`src/rtl/alu_arb_pkg.sv`:
```
`default_nettype none
// ============================================================================
// Module   : alu_arb_pkg
// Purpose  : Shared sizes and FSM encodings for the ALU operand arbiter.
// Revision : 1.0
// ============================================================================
package alu_arb_pkg;

   localparam int N_REQ = 16;
   localparam int SEL_W = 4;

   typedef enum logic [0:0] {
      ARB_IDLE = 1'b0,
      ARB_XFER = 1'b1
   } arb_state_t;

endpackage : alu_arb_pkg
`default_nettype wire

```
`src/rtl/mux16_1.sv`:
```
`default_nettype none
// ============================================================================
// Module   : mux16_1
// Purpose  : 16:1 operand multiplexer feeding the ALU datapath.
// Revision : 1.0
// ============================================================================
module mux16_1
   import alu_arb_pkg::*;
#(
   parameter int WIDTH = 16
) (
   input  logic [WIDTH-1:0] d [N_REQ],
   input  logic [SEL_W-1:0] sel,
   output logic [WIDTH-1:0] y
);

   assign y = d[sel];

endmodule : mux16_1
`default_nettype wire

```
`src/rtl/mux16_arbiter.sv`:
```
`default_nettype none
// ============================================================================
// Module   : mux16_arbiter
// Purpose  : Round-robin arbiter/sequencer driving mux16_1 select and a
//            valid/ready output. Optional burst mode: define ARB_BURST_EN.
// Revision : 1.0
// ============================================================================
module mux16_arbiter
   import alu_arb_pkg::*;
#(
   parameter int WIDTH     = 16,
   parameter int BURST_LEN = 4
) (
   input  logic                   clk,
   input  logic                   rst_n,
   input  logic [N_REQ-1:0]       req,
   input  logic [N_REQ*WIDTH-1:0] data_flat,
   output logic [N_REQ-1:0]       grant,
   output logic                   out_valid,
   input  logic                   out_ready,
   output logic [WIDTH-1:0]       out_data,
   output logic [SEL_W-1:0]       out_sel
);

   // First requester at or after last+1, wrapping; i = N_REQ revisits last.
   function automatic logic [SEL_W-1:0] rr_pick(input logic [N_REQ-1:0] r,
                                                input logic [SEL_W-1:0] last);
      logic [SEL_W-1:0] idx;
      logic [SEL_W-1:0] pick;
      logic             found;
      pick  = last;
      found = 1'b0;
      for (int i = 1; i <= N_REQ; i++) begin
         idx = last + SEL_W'(i);
         if (!found && r[idx]) begin
            pick  = idx;
            found = 1'b1;
         end
      end
      return pick;
   endfunction

   if (BURST_LEN < 1 || BURST_LEN > 16) begin : g_burst_len_check
      $error("mux16_arbiter: BURST_LEN must be in 1..16");
   end

   arb_state_t       r_state;
   arb_state_t       w_state_nxt;
   logic [SEL_W-1:0] r_sel;
   logic [SEL_W-1:0] w_sel_nxt;
   logic [SEL_W-1:0] r_last_sel;
   logic [SEL_W-1:0] w_last_nxt;
   logic [SEL_W-1:0] w_win;
   logic [N_REQ-1:0] w_grant;
   logic             w_accept;
   logic [WIDTH-1:0] w_mux_y;
   logic [WIDTH-1:0] w_slices [N_REQ];

   for (genvar gi = 0; gi < N_REQ; gi++) begin : g_slice
      assign w_slices[gi] = data_flat[gi*WIDTH +: WIDTH];
   end

   mux16_1 #(
      .WIDTH (WIDTH)
   ) u_mux (
      .d   (w_slices),
      .sel (r_sel),
      .y   (w_mux_y)
   );

`ifdef ARB_BURST_EN
   localparam logic [SEL_W-1:0] c_burst_max = SEL_W'(BURST_LEN - 1);

   // r_beat_cnt counts accepted repeat beats, so the round-robin beat plus
   // c_burst_max repeats make a full burst without overflowing 4 bits.
   logic [SEL_W-1:0] r_beat_cnt;
   logic             r_rep;
   logic             r_have_last;
   logic             w_repeat;

   assign w_repeat = r_have_last && req[r_last_sel] && (r_beat_cnt < c_burst_max);
   assign w_win    = w_repeat ? r_last_sel : rr_pick(req, r_last_sel);

   always_ff @(posedge clk or negedge rst_n) begin
      if (!rst_n) begin
         r_beat_cnt  <= '0;
         r_rep       <= 1'b0;
         r_have_last <= 1'b0;
      end else if (r_state == ARB_IDLE && |req) begin
         if (w_repeat) begin
            r_rep <= 1'b1;
         end else begin
            r_rep      <= 1'b0;
            r_beat_cnt <= '0;
         end
      end else if (w_accept) begin
         r_have_last <= 1'b1;
         if (r_rep) begin
            r_beat_cnt <= r_beat_cnt + 1'b1;
         end
      end
   end
`else
   assign w_win = rr_pick(req, r_last_sel);
`endif

   always_comb begin
      w_state_nxt = r_state;
      w_sel_nxt   = r_sel;
      w_last_nxt  = r_last_sel;
      w_grant     = '0;
      w_accept    = 1'b0;
      case (r_state)
         ARB_IDLE: begin
            if (|req) begin
               w_sel_nxt   = w_win;
               w_state_nxt = ARB_XFER;
            end
         end
         ARB_XFER: begin
            if (out_ready) begin
               w_accept         = 1'b1;
               w_grant[r_sel]   = 1'b1;
               w_last_nxt       = r_sel;
               w_state_nxt      = ARB_IDLE;
            end else if (!req[r_sel]) begin
               // Withdrawn before accept: drop the beat, keep fairness pointer.
               w_state_nxt = ARB_IDLE;
            end
         end
         default: w_state_nxt = ARB_IDLE;
      endcase
   end

   always_ff @(posedge clk or negedge rst_n) begin
      if (!rst_n) begin
         r_state    <= ARB_IDLE;
         r_sel      <= '0;
         r_last_sel <= {SEL_W{1'b1}};
      end else begin
         r_state    <= w_state_nxt;
         r_sel      <= w_sel_nxt;
         r_last_sel <= w_last_nxt;
      end
   end

   assign out_valid = (r_state == ARB_XFER);
   assign out_data  = out_valid ? w_mux_y : '0;
   assign out_sel   = r_sel;
   assign grant     = w_grant;

endmodule : mux16_arbiter
`default_nettype wire

```
`config.mk`:
```
export PLATFORM = sky130hd
export DESIGN_NAME = mux16_arbiter
export DESIGN_NICKNAME = d
export VERILOG_FILES = /design/src/rtl/alu_arb_pkg.sv /design/src/rtl/mux16_1.sv /design/src/rtl/mux16_arbiter.sv
export SDC_FILE = /design/constraint.sdc
export NUM_CORES = 1
export LEC_CHECK = 0
export CAP_MARGIN = 0
export CORE_AREA = 2 2 120 122
export CTS_BUF_LIST = sky130_fd_sc_hd__clkbuf_4
export DETAILED_ROUTE_END_ITERATION = 8
export DIE_AREA = 0 0 122 124
export PLACE_DENSITY = 0.78
export SLEW_MARGIN = 25
export SYNTH_ARGS = -nofsm -noshare
export SYNTH_HDL_FRONTEND = slang
export SYNTH_HIERARCHICAL = 1
export SYNTH_SLANG_ARGS = --single-unit
export TNS_END_PERCENT = 20
```
`constraint.sdc`:
```
create_clock -name clk -period 12.15 [get_ports clk]
set_input_delay 3.0375 -clock clk [delete_from_list [all_inputs] [get_ports clk]]
set_output_delay 3.0375 -clock clk [all_outputs]
set_load 0.05 [all_outputs]
```
# Word level (Yosys, flattened, before mapping)

Cells that the tools add are included.
Widths: inputs -> output; s select.

Flip-flop bits (word level): 9
Input bits: 275

Add/subtract/negate cells: 15
$lt $le $gt $ge: 19
Multiplexer cells: 77
Bitwise gates (word level): 2
Reduce and logical (&&, ||, !) cells: 34

Operator list:

| kind                | number |
|---|---|
| $lt 4x5->1 const B  | 17 |
| $mux 16             | 5 |
| $bmux 1 s4          | 17 |
| $bmux 16 s4         | 1 |
| $mux 4              | 16 |
| $mux 1              | 36 |
| $add 4x4->4 const B | 8 |
| $add 4x3->4 const B | 4 |
| $logic_and 1x1->1   | 16 |
| $reduce_or 16->1    | 1 |
| $logic_not 1->1     | 15 |
| $add 4x2->4 const B | 2 |
| $ge 5x5->1 const B  | 1 |
| $not 4->5           | 1 |
| $add 4x1->4 const B | 1 |
| $demux 1 s4         | 1 |
| $ge 4x1->1 const B  | 1 |
| $reduce_and 2->1    | 2 |
| $pmux 1 s2          | 1 |
| $not 1->1           | 1 |

# Depth between registers and ports, before layout

Depth in word-level cells: 49
Mapped depth: 17
Mapped depth without buffers: 11

# Hierarchy

The synthesis kept the hierarchy.

By module, submodules not included:

| module        | times used | cells each | area an instance (um2) | seq. area each (um2) |
|---|---|---|---|---|
| mux16_arbiter | 1          | 368        | 3119.2                 | 230.2 |
| mux16_1       | 1          | 137        | 1933.1                 | 0.0 |

# Worst setup path before layout

Ideal clock, no wire load.

Path kind: input to output
Start: in out_ready
End: out grant[0]
Arrival time: 4.598 ns
Required time: 9.112 ns
Setup slack: 4.514 ns
Stages on the path: 3
Path buffers: 0
Path through: nand2_1 or3_1 nor3_1

Cells in the longest elaborated chain, start to end: 2

RTL lines:

| what        | RTL line             | source |
|---|---|---|
| from (decl) | mux16_arbiter.sv:20  | `input logic out_ready,` |
| $mux 16     | mux16_arbiter.sv:121 | `if (out_ready) begin` |
| $mux 16     | mux16_arbiter.sv:113 | `case (r_state)` |
| to (decl)   | mux16_arbiter.sv:18  | `output logic [N_REQ-1:0] grant,` |

No other way between the ends.

# Worst setup path in the final report

Start: in data_flat[162]
End: out out_data[2]

Cells in the longest elaborated chain, start to end: 4

RTL lines:

| what                                        | RTL line             | source |
|---|---|---|
| from (decl)                                 | mux16_arbiter.sv:17  | `input logic [N_REQ*WIDTH-1:0] data_flat,` |
| $bmux 16 s4                                 | mux16_1.sv:17        | `assign y = d[sel];` |
| $mux 16 (not written as such) (2 in series) | mux16_1.sv:17        |  |
| via w_mux_y[2]                              | mux16_arbiter.sv:56  | `logic [WIDTH-1:0] w_mux_y;` |
| $mux 16                                     | mux16_arbiter.sv:148 | `assign out_data = out_valid ? w_mux_y : '0;` |
| to (decl)                                   | mux16_arbiter.sv:21  | `output logic [WIDTH-1:0] out_data,` |

The timed path passes the listed nets, and every way through them passes these cells. The select of a mux whose other input is x is not followed.

==> out/results.ini <==
[sta]
skew_ns=0.001914
max_freq_mhz=117.2
fin_crit_sh_pct=70.24
fin_tns_setup_ns=0
setup_viol_count_final=0
relSlewSlack_pct=33.24
rsz0062_at_grt=no
slew_violations=0
worstMarginPinSlew_ns=1.001
finalHoldViolations=0
fin_crit_ns=8.534
setup_ws_ns=3.616

[finish]
utilization_pct=59.98
layout-drive-gt1-share_pct=17.33
layout.cells.non_filler=961
area_growth_pct=62.88
nNetsFinal=1063
nFillCells=1192
fin_area_mm2=0.008229

[clock_tree]
cts_tree=yes
cts.repair.resized=0
postCtsSetupBuffers=0
root_buffer=clkbuf_4
cts.sinks=9
htreeDepth=1
ctsHoldBuffers=0
path_clk_slew_ns=0.06
clk_path_buf_depth=2
clk_latency_ns=0.27
numCtsBuffers=3

[logic_synthesis]
seq_area_frac_synth_pct=4.557
synth_mux_area_share_pct=53.49
synth.area.top_cells=mux4_2, mux2i_1, mux4_1
synth.avg_cell_area_um2=10.00
synth-edff-count=0
synth_warnings=6
syn_nets=788
synth_top_area_share_pct=37.44
synth_top_area_cell=mux4_2
synth-xor-area-share_pct=2.229
synthAdderAreaFrac_pct=1.981
synth_common_cells=mux4_2, nand2_1, a22oi_1, nor2_1, mux2i_1
yosys.area_share.simple_pct=15.11
synth_top_family_by_area=multiplexers
synth_cell_types=64
synth.cell_area_mm2=0.005052
yosys.cell_count.top_type=mux4_2
async_flop_share_pct=100.0
ys.flop_type=dfrtp_1
yosys_register_bits=9
synth_compound_area_share_pct=17.14
synthCells=505

[setup_path]
slowest_delay_ns=0.70
worst_r2r_endpoint=out_sel[0]
cp-start-kind=input pin
cp_top_family=buffers and inverters
r2r_slack_ns=6.54
critPathMaxFanout=1
critPathCapture=out_data[2]
cp.arrival_ns=5.50
crit_path_top_delay_cell=clkdlybuf4s50_1
crit_path_end_kind=output pin
reg2regPathDepth=11
r2r-start=r_last_sel[1]
worstSetupPathType=input pin to output pin
crit_chain=clkdlybuf4s50_1 > mux4_2 > a22oi_1 > nand2_1 > and2_1 > clkdlybuf4s50_1
cp.required_ns=9.11
crit_buf_inv=2
startpoint=data_flat[162]
timing.critical_path.mode_cell=clkdlybuf4s50_1
crit_cells=6

[global_routing]
grt_use_total_pct=35.18
antenna_found_initial=3
first_global_vias=6075
grt-ovfl-total=0
grt_pass1_wl_um=38990
grt_start_max_net_pins=75

[route]
drt_pass1_iterations=5
vias=6136
first_iter_violations=610
route.detailed.drc=0
wirelength_um=27150
routedWlPerCell_um=28.25
antenna_left=0
via_per_inst=6.385

[placement]
dpl.hpwl_um=22380
dp_slack_ns=3.706
placed_cell_area_mm2=0.008187
port_buffers=311
place_congestion=1.038
dp.cells=955

[floorplanning]
fp.dieW_um=122
fp.dieH_um=124
rows=43
start_util_pct=36.83
core-area_mm2=0.01372
dieArea_mm2=0.01513
ios=312

[power]
leakage_uw=0.002942
max-vdd-ir-drop_v=0.0003124
p_per_area_mw_per_mm2=309.0

[status]
status=finished clean

[run]
drv_cap=0

[min_path]
whs_path_depth=2
hold_path.class=flop to flop

[power by group]
| part | internal (µW) | total (µW) | switching, µW |
|---|---|---|---|
| Clock | 15.0 | 26.7 | 11.7 |
| Sequential | 53.8 | 226 | 172 |
| Combinational | 1010 | 2290 | 1280 |
[worst min-delay path by stage]
stage | start | endpoint | slack [ns]
global route | r_last_sel[3] | r_last_sel[3] | 0.88
global placement | r_last_sel[1] | r_last_sel[1] | 0.78
finish | r_last_sel[1] | r_last_sel[1] | 0.80
detailed placement | r_last_sel[1] | r_last_sel[1] | 0.80
floorplan | r_last_sel[3] | out_sel[3] | 0.71
CTS | r_last_sel[1] | r_last_sel[1] | 0.81
[final cells by class]
class | instances | area (µm²) | share of cell area, %
Multi-Input combinational cell | 441 | 4554 | 55.34
Timing Repair Buffer | 314 | 3136 | 38.10
Sequential cell | 9 | 237.7 | 2.889
Tap cell | 180 | 225.2 | 2.737
Inverter | 11 | 41.29 | 0.5017
Clock buffer | 4 | 30.03 | 0.3649
Antenna cell | 2 | 5.005 | 0.06082
[routing by layer]
| metal | wire length [µm] | global-route usage [%] | part of all wire, % |
|---|---|---|---|
| met5 | 13 | 0 | 0.048 |
| met3 | 3655 | 12.23 | 13 |
| met4 | 414 | 6.466 | 1.5 |
| met2 | 12470 | 58.10 | 46 |
| met1 | 10600 | 45.18 | 39 |
[cell families (layout without fill, tap and decap cells)]
group	after synthesis	in the layout
DFF	9	9
and+or+nand+nor	156	156
muxes	144	144
xor gates and xnor gates	12	12
other	0	2
buffers and inverters	55	329
AOI/OAI and AO/OA	121	121
adders and majority gates	8	8
[flip-flops by register name, summed over array words and instances, names as in the netlist]
| signal | cells |
|---|---|
| out_valid | 1 |
| out_sel | 4 |
| r_last_sel | 4 |
[cells in the final DEF (no fill, tap or decap), types with 5 or more instances in the layout]
cell type / instances
mux4_1: 11
mux2_2: 17
nor2_1: 33
ha_1: 8
nand2_1: 52
a22oi_1: 33
nor4_1: 6
nor3_1: 10
a21oi_1: 16
o21ai_0: 19
a211oi_1: 5
and2_1: 18
mux2i_1: 30
mux4_2: 84
nand2b_1: 8
xnor2_1: 7
inv_1: 8
nand3_1: 8
o211ai_1: 8
clkdlybuf4s50_1: 311
[worst register-to-register path: cells and delay by family (launching register included)]
family                     cells  cell delay [ns]
AOI/OAI and AO/OA              1             0.25
xor gates and xnor gates       1             0.18
adders and majority gates      1             0.94
buffers and inverters          1             0.38
DFF                            1             1.04
muxes                          4             1.48
and+or+nand+nor                3             1.21
[metrics by stage]
| step | power (µW) | hold slack [ns] |
|---|---|---|
| after floorplan | 1840 | 0.7101 |
| after global placement | 2438 | 0.7754 |
| after detailed placement | 2450 | 0.7990 |
| after CTS | 2491 | 0.8076 |
| after global routing | 2680 | 0.8761 |
| final | 2542 | 0.8031 |
Power figures use the tool's default switching activity.
